## config.mk

```make
export PLATFORM = sky130hd
export DESIGN_NAME = dense_layer_engine
export DESIGN_NICKNAME = d
export VERILOG_FILES = /design/src/rtl/dense_layer_engine.sv
export SDC_FILE = /design/constraint.sdc
export NUM_CORES = 2
export LEC_CHECK = 0
export BUFFER_PORTS_ARGS = -buffer_cell sky130_fd_sc_hd__buf_4
export CAP_MARGIN = 5
export CORE_MARGIN = 2
export CORE_UTILIZATION = 50
export CTS_CLUSTER_SIZE = 12
export DETAILED_ROUTE_END_ITERATION = 12
export PLACE_DENSITY = 0.73
export SLEW_MARGIN = 15
export SYNTH_ARGS = -nofsm -noshare
export SYNTH_HDL_FRONTEND = slang
export SYNTH_SLANG_ARGS = --single-unit
export TNS_END_PERCENT = 50
```

## constraint.sdc

```tcl
create_clock -name clk -period 4.4 [get_ports clk]
set_input_delay 0.22 -clock clk [delete_from_list [all_inputs] [get_ports clk]]
set_output_delay 0.22 -clock clk [all_outputs]
set_load 0.02 [all_outputs]
```

## src/rtl/dense_layer_engine.sv

```systemverilog
// Serial dense-layer engine: one neuron at a time, bias + sum(in*w), saturated into a dual-port output RAM.
// Optional macro DENSE_LAYER_ENGINE_RELU_EN clamps negative stored results to zero.
module dense_layer_engine #(
  parameter int  DATA_W    = 32,
  parameter int  FRAC_W    = 16,
  parameter int  IN_COUNT  = 10,
  parameter int  OUT_COUNT = 3,
  localparam int IN_AW     = (IN_COUNT > 1) ? $clog2(IN_COUNT) : 1,
  localparam int OUT_AW    = (OUT_COUNT > 1) ? $clog2(OUT_COUNT) : 1,
  localparam int W_AW      = (IN_COUNT * OUT_COUNT > 1) ? $clog2(IN_COUNT * OUT_COUNT) : 1,
  localparam int ACC_W     = 2 * DATA_W + IN_AW + 1
) (
  input  logic              clk,
  input  logic              rst,
  input  logic              start,
  output logic              busy,
  output logic              done,
  output logic              out_valid,
  output logic [IN_AW-1:0]  in_adr,
  input  logic [DATA_W-1:0] in_data,
  output logic [W_AW-1:0]   weight_adr,
  input  logic [DATA_W-1:0] weight_data,
  output logic [OUT_AW-1:0] bias_adr,
  input  logic [DATA_W-1:0] bias_data,
  input  logic [OUT_AW-1:0] rd_adr,
  output logic [DATA_W-1:0] rd_data
);

  typedef enum logic [2:0] {S_IDLE, S_MAC, S_DRAIN, S_WRITE, S_DONE} state_t;

  localparam logic signed [ACC_W-1:0] SAT_MAX = {{(ACC_W-DATA_W+1){1'b0}}, {(DATA_W-1){1'b1}}};
  localparam logic signed [ACC_W-1:0] SAT_MIN = {{(ACC_W-DATA_W+1){1'b1}}, {(DATA_W-1){1'b0}}};

  state_t                   state_q, state_d;
  logic                     last_in, last_out;
  logic                     acc_en, acc_first;
  logic signed [ACC_W-1:0]  acc, prod_ext, bias_ext, shifted;
  logic signed [DATA_W-1:0] in_s, w_s, b_s;
  logic        [DATA_W-1:0] sat_val, wr_val;
  logic        [DATA_W-1:0] out_ram [OUT_COUNT];

  assign last_in  = (in_adr == IN_AW'(IN_COUNT - 1));
  assign last_out = (bias_adr == OUT_AW'(OUT_COUNT - 1));

  always_ff @(posedge clk or negedge rst) begin
    if (!rst) state_q <= S_IDLE;
    else      state_q <= state_d;
  end

  // NOTE: every combinational output gets a default first so no path leaves it unassigned (no latch).
  always_comb begin
    state_d = state_q;
    case (state_q)
      S_IDLE:  if (start) state_d = S_MAC;
      S_MAC:   if (last_in) state_d = S_DRAIN;
      S_DRAIN: state_d = S_WRITE;
      S_WRITE: state_d = last_out ? S_DONE : S_MAC;
      S_DONE:  state_d = S_IDLE;
      default: state_d = S_IDLE;
    endcase
  end

  assign busy = (state_q == S_MAC) || (state_q == S_DRAIN) || (state_q == S_WRITE);
  assign done = (state_q == S_DONE);

  // Memory data arrives one cycle after its address, so products are sign-extended to ACC_W and summed then.
  assign in_s     = in_data;
  assign w_s      = weight_data;
  assign b_s      = bias_data;
  assign prod_ext = ACC_W'(in_s) * ACC_W'(w_s);
  assign bias_ext = ACC_W'(b_s) <<< FRAC_W;

  // NOTE: sequential state uses non-blocking assignments so every register samples pre-edge values.
  always_ff @(posedge clk or negedge rst) begin
    if (!rst) begin
      in_adr     <= '0;
      weight_adr <= '0;
      bias_adr   <= '0;
      out_valid  <= 1'b0;
      acc_en     <= 1'b0;
      acc_first  <= 1'b0;
      acc        <= '0;
    end else begin
      acc_en    <= (state_q == S_MAC);
      acc_first <= (state_q == S_MAC) && (in_adr == '0);
      if (acc_en) acc <= acc_first ? (bias_ext + prod_ext) : (acc + prod_ext);
      case (state_q)
        S_IDLE: if (start) begin
          in_adr     <= '0;
          weight_adr <= '0;
          bias_adr   <= '0;
          out_valid  <= 1'b0;
        end
        S_MAC: if (!last_in) begin
          in_adr     <= in_adr + IN_AW'(1);
          weight_adr <= weight_adr + W_AW'(1);
        end
        // Weights are row-major, so the next neuron's row starts right after the current one.
        S_WRITE: if (!last_out) begin
          in_adr     <= '0;
          weight_adr <= weight_adr + W_AW'(1);
          bias_adr   <= bias_adr + OUT_AW'(1);
        end
        S_DONE:  out_valid <= 1'b1;
        default: ;
      endcase
    end
  end

  assign shifted = acc >>> FRAC_W;

  always_comb begin
    sat_val = shifted[DATA_W-1:0];
    if (shifted > SAT_MAX)      sat_val = SAT_MAX[DATA_W-1:0];
    else if (shifted < SAT_MIN) sat_val = SAT_MIN[DATA_W-1:0];
  end

`ifdef DENSE_LAYER_ENGINE_RELU_EN
  assign wr_val = sat_val[DATA_W-1] ? '0 : sat_val;
`else
  assign wr_val = sat_val;
`endif

  // NOTE: the RAM array is deliberately not reset; results survive reset and map onto block RAM.
  always_ff @(posedge clk) begin
    if (state_q == S_WRITE) out_ram[bias_adr] <= wr_val;
  end

  always_ff @(posedge clk or negedge rst) begin
    if (!rst)                         rd_data <= '0;
    else if (int'(rd_adr) < OUT_COUNT) rd_data <= out_ram[rd_adr];
    else                              rd_data <= '0;
  end

endmodule
```

==> results_dict.tcl <==
set metrics [dict create \
    yosys-top-cells-count "fa_1, inv_1, nand2_1" \
    crit_cells 40 \
    synth-edff-count 96 \
    layout_min_cycle_time_ns 8.99 \
    grt-ovfl-total 0 \
    portion_of_the_post_synthesis_area_used_by_sequential_elements_pct 11.3 \
    core_area_um2 102000 \
    die_width_um 325 \
    avgRoutedWirePerCell_um 19.0 \
    synthesis.nets 7095 \
    netlist_instances 5600 \
    drv_cap 0 \
    routed_wl_um 150000 \
    grt_pass1_wl_um 239000 \
    num_rows 117 \
    syn_area_per_cell_um2 9.20 \
    worstPathRequired_ns 4.82 \
    cts_tree "done" \
    gr_usage_total_pct 28.1 \
    timing.final.ws_setup_ns -4.59 \
    cts_sinks 214 \
    globalplace.congestion 0.962 \
    async_reset_ff_share_pct 55.1 \
    place_hpwl_um 121000 \
    post_layout_nonfiller_instances 7879 \
    grt_start_max_net_pins 81 \
    setup_viol 62 \
    hold_removal_path_class "in2reg" \
    area.growth.synth_to_final_pct 27.9 \
    buffer_ports.inserted 146 \
    failed_checks "setup timing" \
    route.detailed.drc 0 \
    synthDistinctLibCells 83 \
    clockBufferDepth 3 \
    worst-endpoint-arrival_ns 9.41 \
    layout.nets 7989 \
    worst_r2r_startpoint "acc[0]" \
    rr_worst_depth 14 \
    fmax_mhz 111 \
    yosys_warnings 0 \
    number_of_flip_flops_and_latches_in_the_synthesized_netlist 214 \
    place_inst 7727 \
    timing_max_transition_violations_final 0 \
    dominantRegCellSynth "dfrtp_1" \
    cts_max_level 1 \
    synth_area_leader_cell "fa_1" \
    fin_crit_share_pct 204 \
    worstSetupStartpointType "input pin" \
    critPathCaptureType "register" \
    synth_most_common_cell "fa_1" \
    viasPerCell 5.41 \
    max-slew-margin-rel_pct 39.3 \
    insertion_delay_ns 0.53 \
    whs_ns 0.125 \
    worstPathBufferInverterCount 10 \
    cts-root-buf "clkbuf_16" \
    route.antenna.remaining_nets 0 \
    firstDrtPassIters 5 \
    detail_route.iter0.violations 2881 \
    hold_startpoint "bias_data[0]" \
    cts_buffers 23 \
    grt_pass1_vias 46300 \
    report.final.hold_viol_count 0 \
    cpMaxStageDelayCell "fa_1" \
    initial_utilization_pct 50.5 \
    utilization_pct 64.6 \
    max_stage_delay_ns 0.56 \
    grt_antenna_before_repair 2 \
    unrepaired_setup_endpoints_after_global_routing "yes" \
    floorplan.die_area_um2 106000 \
    crit_path_start "in_data[4]" \
    height_of_the_die_um 325 \
    outcome "finished with violations" \
    syn_area_um2 51500 \
    top_level_ports 147 \
    max_slew.worst_pin.slew_ns 0.908 \
    worst-path-max-fanout 7 \
    netlist_top_cells_area "fa_1, ha_1, inv_1" \
    layout-drive-gt1-share_pct 26.2 \
    crit_type "in2reg" \
    cp_top_family "adder cells" \
    skew_ns 0.0197 \
    crit_top_cell "fa_1" \
    whs_path_depth 4 \
    synth_top_cell_area_share_pct 42.1 \
    vias 42600 \
    clkSlewWorstSetupHoldPaths_ns 0.07 \
]
## cell usage in the layout, fill, tap and decap left out, types with 22 or more instances in the layout
| master | synthesis | routed |
|---|---|---|
| buf_6 | 0 | 92 |
| dfrtp_1 | 118 | 116 |
| xnor2_2 | 0 | 25 |
| nand2_1 | 697 | 682 |
| ha_4 | 0 | 63 |
| xor2_1 | 65 | 55 |
| a21o_1 | 111 | 110 |
| mux2i_1 | 41 | 40 |
| clkbuf_16 | 0 | 29 |
| ha_1 | 310 | 242 |
| nor2_1 | 215 | 198 |
| a21oi_2 | 2 | 77 |
| o21ai_1 | 20 | 34 |
| fa_1 | 1084 | 1034 |
| buf_4 | 0 | 1001 |
| o21ai_2 | 1 | 22 |
| buf_12 | 0 | 43 |
| inv_1 | 1010 | 984 |
| xnor2_1 | 112 | 82 |
| o21bai_1 | 35 | 31 |
| inv_2 | 0 | 23 |
| nand4_1 | 45 | 45 |
| edfxtp_1 | 96 | 96 |
| and2_4 | 0 | 33 |
| fa_2 | 0 | 50 |
| nand2b_1 | 35 | 33 |
| nand3_1 | 40 | 33 |
| a21oi_1 | 282 | 197 |
| o21ai_0 | 145 | 105 |
| and2_1 | 538 | 505 |
## sequential cells by signal (all words and copies together) (netlist names)
register	flops
rd_data	32
acc_en	1
acc_first	1
out_valid	1
state_q	3
in_adr	4
acc	69
bias_adr	2
weight_adr	5
out_ram	96
## layer usage
layer  wire (um)  part of all wire [%]  GRT usage [%]  vias to the layer above
met5           0                     0              0                        -
met4        6920                   4.6           11.3                        0
met3        7800                   5.2           2.84                      415
met2       77900                    52           50.0                     1376
met1       57300                    38           35.1                    21700
li1            -                     -              -                    19100
## final timing paths
check,endpoint,slack (ns)
max in group asynchronous,acc[9],2.94
min reg2reg,rd_data[12],0.46
min,acc[16],0.12
max,acc[62],-4.59
min in group asynchronous,weight_adr[2],0.30
max reg2reg,acc[48],0.74
## worst reg2reg max path: cells and delay by family, from the launching register on
family / cells / cell delay [ns]
compound gates: 10 / 2.03
fa+ha+maj: 2 / 0.65
buf+inv: 1 / 0.18
flops: 1 / 0.38
simple gates: 1 / 0.37
## through the flow
step	instance area [um2]	setup TNS [ns]	worst slack [ns]
CTS	64300	-218.20	-4.48
global route	65900	-240.04	-4.90
global placement	60800	-270.27	-5.35
floorplan	52300	-210.37	-4.74
finish	65900	-222.35	-4.59
detailed placement	60800	-276.31	-5.47
## cell families after synthesis
| kind of cell | after synthesis | share of synthesized area, % |
|---|---|---|
| flip-flops | 214 | 11.3 |
| buffers and inverters | 1304 | 9.52 |
| adder cells (fa/ha/maj) | 1394 | 49.7 |
| AND/OR/NAND/NOR | 1689 | 16.0 |
| AO/OA/AOI/OAI | 777 | 9.58 |
| XOR/XNOR | 177 | 3.01 |
| multiplexers | 45 | 0.884 |
## area by class of cell
| type | count | area, um2 |
|---|---|---|
| Antenna cell | 1 | 2.50 |
| Clock buffer | 35 | 642 |
| Clock inverter | 6 | 80.1 |
| Fill cell | 7792 | 36200 |
| Inverter | 1010 | 3800 |
| Multi-Input combinational cell | 4082 | 43800 |
| Sequential cell | 214 | 5840 |
| Tap cell | 1368 | 1710 |
| Timing Repair Buffer | 1163 | 9950 |
## repair_timing
| action | CTS | global route |
|---|---|---|
| buffers inserted | 61 | 43 |
| setup endpoints to repair | 63 | 63 |
| pin swaps | 202 | 157 |
| hold buffers | 2 | 0 |
| gates cloned | 4 | 5 |
| resized for setup | 433 | 227 |
| endpoints found under the hold margin | 80 | 0 |
Power is left out: the tool's default activity adds up to more than one toggle a clock period on the data nets, which glitch-free logic cannot reach.
